[config.mk]
export PLATFORM = sky130hd
export DESIGN_NAME = button_gesture
export DESIGN_NICKNAME = d
export VERILOG_FILES = /design/src/rtl/button_gesture_pkg.sv /design/src/rtl/button_gesture_chan.sv /design/src/rtl/button_gesture.sv
export SDC_FILE = /design/constraint.sdc
export NUM_CORES = 1
export LEC_CHECK = 0
export BUFFER_PORTS_ARGS = -buffer_cell sky130_fd_sc_hd__buf_2
export CELL_PAD_IN_SITES_DETAIL_PLACEMENT = 1
export CELL_PAD_IN_SITES_GLOBAL_PLACEMENT = 1
export CORE_ASPECT_RATIO = 0.7
export CORE_MARGIN = 5
export CORE_UTILIZATION = 31
export DETAILED_ROUTE_END_ITERATION = 8
export GPL_TIMING_DRIVEN = 0
export PLACE_DENSITY_LB_ADDON = 0.2
export SYNTH_ARGS = -nofsm -noshare
export SYNTH_HDL_FRONTEND = slang
export SYNTH_SLANG_ARGS = --single-unit
[constraint.sdc]
create_clock -name clk_i -period 5.62 [get_ports clk_i]
set_input_delay 1.124 -clock clk_i [delete_from_list [all_inputs] [get_ports clk_i]]
set_output_delay 1.124 -clock clk_i [all_outputs]
set_load 0.05 [all_outputs]
[src/rtl/button_gesture_pkg.sv]
// Shared types and constants for the per-button gesture classifier.
// Imported by button_gesture_chan and button_gesture.
package button_gesture_pkg;

   localparam int CNT_W = 32;

   typedef enum logic [1:0] {
      ST_IDLE  = 2'd0,
      ST_SHORT = 2'd1,
      ST_LONG  = 2'd2
   } state_e;

endpackage

[src/rtl/button_gesture_chan.sv]
// One button channel: IDLE/SHORT/LONG gesture FSM with a shared 32-bit counter.
// Auto-repeat is built only when BUTTON_GESTURE_REPEAT_EN is defined.
module button_gesture_chan
   import button_gesture_pkg::*;
#(
   parameter int unsigned LONG_DIV = 24000000,
   parameter int unsigned REP_DIV  = 6000000
) (
   input  logic clk_i,
   input  logic rst_i,
   input  logic hold_i,
   input  logic press_i,
   input  logic release_i,
   output logic short_o,
   output logic long_o,
   output logic repeat_o,
   output logic active_o
);

   localparam logic [CNT_W-1:0] LONG_LAST = CNT_W'(LONG_DIV - 1);

   state_e           state;
   logic [CNT_W-1:0] cnt;
   logic             rel;

   // A dropped hold level counts as a release even without the pulse.
   assign rel      = release_i | ~hold_i;
   assign active_o = (state != ST_IDLE);

`ifdef BUTTON_GESTURE_REPEAT_EN
   localparam logic [CNT_W-1:0] REP_LAST = CNT_W'(REP_DIV - 1);
   logic rep_q;
   assign repeat_o = rep_q;
`else
   localparam int unsigned UNUSED_REP_DIV = REP_DIV;
   assign repeat_o = 1'b0;
`endif

   always_ff @(posedge clk_i) begin
      if (rst_i) begin
         state   <= ST_IDLE;
         cnt     <= '0;
         short_o <= 1'b0;
         long_o  <= 1'b0;
`ifdef BUTTON_GESTURE_REPEAT_EN
         rep_q   <= 1'b0;
`endif
      end else begin
         short_o <= 1'b0;
         long_o  <= 1'b0;
`ifdef BUTTON_GESTURE_REPEAT_EN
         rep_q   <= 1'b0;
`endif
         case (state)
            ST_IDLE: begin
               if (press_i) begin
                  state <= ST_SHORT;
                  cnt   <= '0;
               end
            end
            ST_SHORT: begin
               // Release outranks the threshold when both land in one cycle.
               if (rel) begin
                  short_o <= 1'b1;
                  state   <= ST_IDLE;
               end else if (cnt == LONG_LAST) begin
                  long_o <= 1'b1;
                  state  <= ST_LONG;
                  cnt    <= '0;
               end else begin
                  cnt <= cnt + 1'b1;
               end
            end
            ST_LONG: begin
               if (rel) begin
                  state <= ST_IDLE;
`ifdef BUTTON_GESTURE_REPEAT_EN
               end else if (cnt == REP_LAST) begin
                  rep_q <= 1'b1;
                  cnt   <= '0;
               end else begin
                  cnt <= cnt + 1'b1;
`endif
               end
            end
            default: state <= ST_IDLE;
         endcase
      end
   end

endmodule

[src/rtl/button_gesture.sv]
// Gesture classifier top: NUM independent button_gesture_chan instances.
// Optional auto-repeat is selected with BUTTON_GESTURE_REPEAT_EN.
module button_gesture
   import button_gesture_pkg::*;
#(
   parameter int unsigned NUM      = 4,
   parameter int unsigned LONG_DIV = 24000000,
   parameter int unsigned REP_DIV  = 6000000
) (
   input  logic           clk_i,
   input  logic           rst_i,
   input  logic [NUM-1:0] button_hold_i,
   input  logic [NUM-1:0] button_press_i,
   input  logic [NUM-1:0] button_release_i,
   output logic [NUM-1:0] button_short_o,
   output logic [NUM-1:0] button_long_o,
   output logic [NUM-1:0] button_repeat_o,
   output logic [NUM-1:0] button_active_o
);

   for (genvar i = 0; i < NUM; i++) begin : g_chan
      button_gesture_chan #(
         .LONG_DIV (LONG_DIV),
         .REP_DIV  (REP_DIV)
      ) u_chan (
         .clk_i     (clk_i),
         .rst_i     (rst_i),
         .hold_i    (button_hold_i[i]),
         .press_i   (button_press_i[i]),
         .release_i (button_release_i[i]),
         .short_o   (button_short_o[i]),
         .long_o    (button_long_o[i]),
         .repeat_o  (button_repeat_o[i]),
         .active_o  (button_active_o[i])
      );
   end

endmodule
Yosys cells after proc, flatten, opt, wreduce, memory -nomap -nowiden
Cells that the tools add are included.
{"block": "totals", "output_inout_bits": 16, "reg_bits": 144, "input_bits": 14}
{"block": "classes", "n_eq_ne": 28, "n_bitwise": 12, "addsub": 4, "muxes": 44, "reduce_logical": 28}
{"op": "two-way mux 32 bit", "n": 12}
{"op": "case mux 32 bit (2 select lines)", "n": 4}
{"op": "adder 32 x 1 -> 32 bit, second input constant", "n": 4}
{"op": "== test 32 x 25 -> 1 bit, second input constant", "n": 4}
{"op": "two-way mux 2 bit", "n": 16}
{"op": "case mux 2 bit (3 select lines)", "n": 4}
{"op": "AND reduction 3 bit", "n": 8}
{"op": "!= test 2 bit, second input constant", "n": 8}
{"op": "nonzero test 2 bit", "n": 8}
{"op": "!= test 3 x 1 -> 1 bit, second input constant", "n": 4}
{"op": "OR reduction 3 bit", "n": 4}
{"op": "== test 2 x 1 -> 1 bit, second input constant", "n": 4}
{"op": "== test 2 bit, second input constant", "n": 4}
{"op": "logical NOT 2 bit", "n": 4}
{"op": "two-way mux 1 bit", "n": 8}
{"op": "!= test 2 x 1 -> 1 bit, second input constant", "n": 4}
{"op": "inverter 1 bit", "n": 8}
{"op": "OR reduction 2 bit", "n": 4}
{"op": "OR 1 bit", "n": 4}

Depth between registers and ports, before layout
Gate-level depths: netlist of run 1.
{"block": "logic_depth", "depth_word": 4, "mapped_depth": 7}

Modules after synthesis
Synthesis of run 1 repeated with hierarchy kept, for this count alone.
{"block": "unflattened", "hier_cells": 948, "hier_area_um2": 7952.6}
{"mod": "button_gesture_chan", "area_per_inst_um2": 1988.2, "instances": 4, "cells_per_inst": 237, "seq_area_each_um2": 720.7}

Worst setup path after synthesis of run 1
No wires, ideal clock.
{"block": "synth_path", "kind": "input to register", "startpoint": "in button_release_i[3]", "endpoint": "reg g_chan[3].u_chan.cnt[28]", "t_required_ns": 5.554, "stages": 5, "t_arrival_ns": 2.620, "path_buffers": 0, "path_slack_ns": 2.934, "cell_sequence": "nand3b_1 a211o_1 or3_4 or4_4 a21oi_2"}
{"block": "synth_between", "elab_chain_len": 3}
{"item": "start, declared", "line_no": "button_gesture.sv:14", "text": "input logic [NUM-1:0] button_release_i,"}
{"item": "OR 1 bit", "line_no": "button_gesture_chan.sv:27", "text": "assign rel = release_i | ~hold_i;"}
{"item": "!= test 2 bit (no line)"}
{"item": "AND reduction 3 bit (no line)"}
{"item": "end signal, assigned", "line_no": "button_gesture_chan.sv:71", "text": "cnt <= cnt + 1'b1;"}
{"item": "end, declared", "line_no": "button_gesture_chan.sv:23", "text": "logic [CNT_W-1:0] cnt;"}
Every way passes these cells.
A chain may end at the register's enable or synchronous reset.

Final worst setup path of run 1
{"block": "layout_path", "startpoint": "reg g_chan[3].u_chan.state[1]", "endpoint": "out button_active_o[3]"}
{"block": "layout_between", "elab_chain_len": 1}
{"item": "start, declared", "line_no": "button_gesture_chan.sv:22", "text": "state_e state;"}
{"item": "start signal, assigned", "line_no": "button_gesture_chan.sv:41", "text": "state <= ST_IDLE;"}
{"item": "start signal, assigned", "line_no": "button_gesture_chan.sv:57", "text": "state <= ST_SHORT;"}
{"item": "start signal, assigned", "line_no": "button_gesture_chan.sv:65", "text": "state <= ST_IDLE;"}
{"item": "nonzero test 2 bit", "line_no": "button_gesture_chan.sv:28", "text": "assign active_o = (state != ST_IDLE);"}
{"item": "end, declared", "line_no": "button_gesture.sv:18", "text": "output logic [NUM-1:0] button_active_o"}
Every way passes these cells.

==> run_results.csv, run 1 <==
group,metric,value,unit
worst_hold_path,holdCritStartpoint,"g_chan[3].u_chan.cnt[31]",
worst_hold_path,hold_class,"flop to flop",
grt,grt_max_degree,17,
placed_design,dp_hpwl,13.5,mm
clock_network,postCtsSetupRepairBufs,0,
synth,syn_area,0.00715,mm²
grt,grt_pass1_vias,6044,
pwr,intPower,1.70,mW
sta,worst_slew_pin_slew,0.792,ns
sta,fin_skew,0.00838,ns
synth,synth_top_area_share,0.403,
worst_setup_path,required,4.50,ns
pwr,seqPwrFrac,0.459,
clock_network,cts_root_buf,"clkbuf_16",
synth,synthTopCellsByCount,"dfxtp_1 (144), nor2_1 (139), xnor2_1 (66)",
synth,synth_top_area_cell,"dfxtp_1",
synth,async_flop_share,0,
finish,finish.utilization,0.364,
worst_setup_path,r2r_start,"g_chan[2].u_chan.cnt[14]",
detailed_routing,via_per_inst,4.96,
sta,hold_viol,0,
synth,yosys_warnings,0,
pwr,p_sw,0.557,mW
detailed_routing,drtPass1Iterations,4,
finish,diodes,0,
grt,grt_usage,0.151,
worst_setup_path,critical_path.endpoint_type,"output pin",
grt,antenna_found_initial,0,
pwr,swShare,0.247,
synth,ys.flop_type,"dfxtp_1",
finish,stdcell_count,1208,
clock_network,cts_buffers,17,
detailed_routing,drt-initial-drc-count,262,
run,maxCapViolations,0,
floorplan,core,0.0227,mm²
synth,synth_cell_types,60,
worst_setup_path,slowest_delay,0.38,ns
finish,syn2layout_area_growth,15.3,%
pwr,p_comb_frac,0.050,
sta,slew_viol_final,0,
clock_network,cts_sinks,144,
sta,fin_crit,2.60,ns
sta,max_freq,0.385,GHz
sta,max_slew_margin,0.464,
clock_network,cts_tree,"built",
placed_design,numPortBuffers,25,
synth,synth_edf_count,0,
clock_network,holdBufCountCts,0,
pwr,p_leak,2.62,nW
clock_network,path_clk_slew,0.07,ns
clock_network,h-tree-depth,4,
synth,synthCells,837,
worst_setup_path,cp-start-kind,"flop",
synth,yosysMostFrequentCell,"dfxtp_1",
sta,finalSetupViolCount,0,
finish,layout.nets,902,
grt,grt_pass1_wl,31.6,mm
worst_setup_path,worst-path-buf-inv,2,
clock_network,clock_path_buffers,2,
synth,synth-seq-cells,144,
pwr,power_density,273,mW/mm²
detailed_routing,finalWirelength,18.7,mm
placed_design,place_inst,1177,
detailed_routing,ant_nets,0,
status,status,"finished clean",
finish,fillers,2731,
grt,gr-total-overflow,0,
worst_setup_path,crit_fanout,8,
worst_setup_path,r2r_slack,3.03,ns
pwr,p_clk_frac,0.491,
clock_network,clock_latency,0.43,ns
detailed_routing,vias,5997,
sta,rsz0062_at_grt,"no",
finish,final_layout_size_suffix_gt1_frac,0.114,
synth,yosysSeqAreaShare,0.403,
sta,totalNegativeSetupSlack,0,ns
worst_setup_path,cp_slowest_cell,"dfxtp_1",
worst_setup_path,critical-path-top-delay-family,"flip-flops",
synth,syn_area_per_cell,8.55,µm²
worst_setup_path,crit_start,"g_chan[3].u_chan.state[1]",
sta,fin_crit_sh,0.462,
floorplan,initial_core_util,0.315,
clock_network,cts_resized,0,
floorplan,die_y,137,µm
worst_setup_path,worstPathArrival,1.47,ns
placed_design,place.gp.congestion,0.775,
detailed_routing,wl_per_cell,15.5,µm
floorplan,die_area,0.0263,mm²
floorplan,die_w,192,µm
pwr,ir_drop,0.233,mV
worst_setup_path,path_class,"flop to output pin",
detailed_routing,drc,0,
floorplan,row_count,46,
pwr,total_power,2.25,mW
floorplan,ios,30,
synth,synth_area_leaders,"dfxtp_1 (40%), xnor2_1 (8.1%), nor2_1 (7.3%)",
worst_setup_path,path_cells,"or2_2 -> buf_4 -> buf_2",
## kinds of logic after synthesis
| family | synth area share |
|---|---|
| AO/OA/AOI/OAI | 0.0570 |
| XOR/XNOR | 0.137 |
| adder cells (fa/ha/maj) | 0.00700 |
| buffers and inverters | 0.0485 |
| flip-flops | 0.403 |
| multiplexers | 0.00560 |
| other | 0.000524 |
| AND/OR/NAND/NOR | 0.341 |
## worst reg2reg max path, cell delays in order, from the launching register on
cell and delay (ns):
dfxtp_1 0.36, or4b_2 0.69, nor4_2 0.42, and3_1 0.27
nor4b_1 0.67
## path summary, 6_finish.rpt
path,end,cells past startpoint
setup / recovery,button_active_o[3],3
hold / removal,g_chan[3].u_chan.cnt[31],2
setup reg to reg,g_chan[2].u_chan.long_o,4
hold reg to reg,g_chan[3].u_chan.cnt[31],2
## flip-flops by register name, summed over array words and instances (netlist names)
register               cells
g_chan.u_chan.long_o       4
g_chan.u_chan.state        8
g_chan.u_chan.cnt        128
g_chan.u_chan.short_o      4
## cell usage in the layout (no fill, tap or decap), types with 4 or more instances in the layout
master	Yosys	final
a211oi_1	7	7
a21o_1	4	4
a21oi_1	13	13
and2_1	6	6
and3_1	16	16
and4_1	18	18
buf_2	10	35
buf_4	16	16
clkbuf_1	19	20
clkbuf_16	0	17
clkinvlp_4	0	6
conb_1	1	4
dfxtp_1	144	144
ha_1	4	4
inv_1	16	16
mux2i_1	4	4
nand2_1	44	44
nand2b_1	19	19
nand3_1	50	50
nand3b_1	4	4
nand4_1	41	41
nor2_1	139	139
nor3_1	21	21
nor3b_1	5	5
nor4_1	39	39
nor4b_1	9	9
o21ai_0	8	8
or2_2	5	5
or3_1	9	9
or4_1	11	11
xnor2_1	66	66
xor2_1	46	46
## stage by stage
| step | worst slack [ns] | area, µm² | hold WS, ns |
|---|---|---|---|
| CTS | 2.98 | 8250 | 0.496 |
| global placement | 2.60 | 7680 | 0.476 |
| floorplan | 2.93 | 7160 | 0.453 |
| global route | 2.89 | 8250 | 0.525 |
| detailed placement | 2.62 | 7680 | 0.483 |
| finish | 3.02 | 8250 | 0.494 |
## power by group through the flow
stage	Clock (mW)	Sequential [mW]	Combinational [mW]
global route	1.19	1.04	0.124
detailed placement	0	1.06	0.115
floorplan	0	1.06	0.0825
finish	1.11	1.04	0.112
CTS	1.15	1.04	0.115
global placement	0	1.06	0.114
## layout make-up
cell class	count	area, µm²	share of cell area
plain buffers	51	287	0.0347
clock buffers	20	457	0.0554
clock inverters	11	110	0.0134
inverters	16	60.1	0.00728
multi-input cells	629	3940	0.477
flip-flops and latches	144	2880	0.350
well taps	312	390	0.0473
repair buffers	25	125	0.0152
## layer usage
layer,routed length [µm],GRT usage,up-vias,share of wire
li1,-,-,3044,-
met1,10200,0.225,2883,0.54
met2,7740,0.217,55,0.41
met3,609,0.0357,15,0.033
met4,188,0.0407,0,0.010
met5,0,0,-,0
(Power assumes the default switching activity.)
==> inputs of run 2 (changes only) <==
Clock period 5.62 ns to 2.08 ns, I/O delays scaled along.
==> run_results.csv, run 2 (synthesized netlist as in run 1, its figures left out) <==
group,metric,value,unit
clock_network,path_clk_slew,0.07,ns
floorplan,row_count,46,
detailed_routing,drtPass1Iterations,4,
worst_hold_path,hold_class,"input port to flop",
worst_setup_path,cp_slowest_cell,"or4b_4",
clock_network,h-tree-depth,4,
worst_setup_path,worst-path-buf-inv,2,
run,maxCapViolations,0,
detailed_routing,drc,0,
sta,slew_viol_final,0,
sta,fin_crit_sh,1.01,
clock_network,holdBufCountCts,0,
sta,fin_crit,2.09,ns
detailed_routing,via_per_inst,5.00,
clock_network,clock_path_buffers,2,
finish,largest_reg_flops,128,
grt,gr-total-overflow,0,
finish,final_area,0.00888,mm²
pwr,ir_drop,0.633,mV
sta,rsz0062_at_grt,"yes",
pwr,power_density,699,mW/mm²
worst_setup_path,cp-start-kind,"flop",
worst_setup_path,critical-path-top-delay-family,"simple AND/OR/NAND/NOR gates",
worst_setup_path,path_cells,"or4b_4 -> nor4_4 -> a31oi_2 -> o21bai_4 -> buf_12 -> buf_8 -> nor2_2",
grt,grt_max_degree,17,
worst_setup_path,critical_path.endpoint_type,"flop",
placed_design,place.gp.congestion,0.775,
pwr,p_leak,2.87,nW
placed_design,numPortBuffers,25,
worst_setup_path,path_class,"flop to flop",
clock_network,cts_tree,"built",
finish,layout_commonest_cell,"nor2_1",
worst_setup_path,crit_fanout,5,
finish,reg_top3,"g_chan.u_chan.cnt x128, g_chan.u_chan.state x8",
worst_setup_path,worstPathArrival,2.41,ns
floorplan,die_w,192,µm
finish,final_cell_mix,"nor2_1 (130), dfxtp_1 (125), xnor2_1 (66)",
placed_design,dp_hpwl,13.5,mm
floorplan,core,0.0227,mm²
sta,max_slew_margin,0.422,
detailed_routing,ant_nets,0,
grt,grt_pass1_wl,32.3,mm
sta,hold_viol,0,
sta,max_freq,0.478,GHz
grt,grt_pass1_vias,6155,
sta,fin_skew,0.00875,ns
finish,final_layout_size_suffix_gt1_frac,0.222,
floorplan,die_y,137,µm
grt,antenna_found_initial,0,
clock_network,cts_sinks,144,
floorplan,die_area,0.0263,mm²
detailed_routing,wl_per_cell,16.1,µm
finish,syn2layout_area_growth,24.1,%
worst_setup_path,slowest_delay,0.55,ns
status,status,"finished with violations",
worst_setup_path,required,2.40,ns
clock_network,cts_root_buf,"clkbuf_16",
detailed_routing,finalWirelength,19.8,mm
finish,regMostFlops,"g_chan.u_chan.cnt",
finish,layout.nets,925,
clock_network,cts_buffers,17,
sta,worst_slack,-0.0133,ns
sta,worst_slew_pin_slew,0.866,ns
detailed_routing,drt-initial-drc-count,288,
floorplan,ios,30,
placed_design,pre_cts_ws,-0.457,ns
finish,diodes,0,
placed_design,placed_area,0.00768,mm²
grt,grt_usage,0.154,
clock_network,clock_latency,0.43,ns
floorplan,initial_core_util,0.315,
sta,finalSetupViolCount,15,
detailed_routing,vias,6159,
status,failed_checks,"setup timing",
[run 2: report_power, final]
part           internal, mW  switching [mW]  leakage, nW
Sequential             2.77          0.0254         1.17
Clock                  1.71            1.28        0.257
Combinational         0.171           0.241         1.44
[run 2: per-stage QoR]
stage | power, mW | util | setup TNS (ns) | cells | hold WS, ns
detailed placement | 3.17 | 0.339 | -25.73 | 1177 | 0.483
global placement | 3.17 | 0.339 | -23.10 | 1177 | 0.476
finish | 6.21 | 0.392 | -0.119 | 1231 | 0.246
global route | 6.46 | 0.392 | -1.50 | 1231 | 0.241
floorplan | 3.08 | - | 0 | 840 | 0.453
CTS | 6.25 | 0.375 | -0.0113 | 1216 | 0.225
[run 2: path summary, 6_finish.rpt]
path,startpoint,end,slack [ns],depth (start not counted)
hold / removal,button_press_i[2],g_chan[2].u_chan.state[0],0.25,3
setup / recovery,g_chan[2].u_chan.cnt[20],g_chan[2].u_chan.cnt[20],-0.01,7
hold reg to reg,g_chan[3].u_chan.cnt[31],g_chan[3].u_chan.cnt[31],0.49,2
setup reg to reg,g_chan[2].u_chan.cnt[20],g_chan[2].u_chan.cnt[20],-0.01,7
[run 2: cell type report]
| class | count | area (µm²) |
|---|---|---|
| fillers | 2690 | 13800 |
| multi-input cells | 629 | 4230 |
| flip-flops and latches | 144 | 2920 |
| clock buffers | 20 | 457 |
| well taps | 312 | 390 |
| repair buffers | 53 | 368 |
| plain buffers | 46 | 348 |
| clock inverters | 11 | 110 |
| inverters | 16 | 60.1 |
[run 2: timing repair]
action                     4_1_cts  5_1_grt
pin swaps                        8       16
cloned                           2        3
setup endpoints to repair      131      132
setup buffers                    8       15
gates resized for setup         49       76
[run 2: routing by layer]
| layer | GRT usage | wire (µm) | vias to the layer above |
|---|---|---|---|
| met4 | 0.0407 | 200 | 0 |
| met2 | 0.226 | 8570 | 54 |
| met1 | 0.228 | 10600 | 3002 |
| met5 | 0 | 0 | - |
| li1 | - | - | 3086 |
| met3 | 0.0357 | 494 | 17 |
[run 2: worst reg2reg max path, delay by kind of cell, from the launching register on]
kind | cells | cell delay, ns
AO/OA/AOI/OAI | 2 | 0.39
AND/OR/NAND/NOR | 3 | 1.00
buffers and inverters | 2 | 0.27
flip-flops | 1 | 0.33
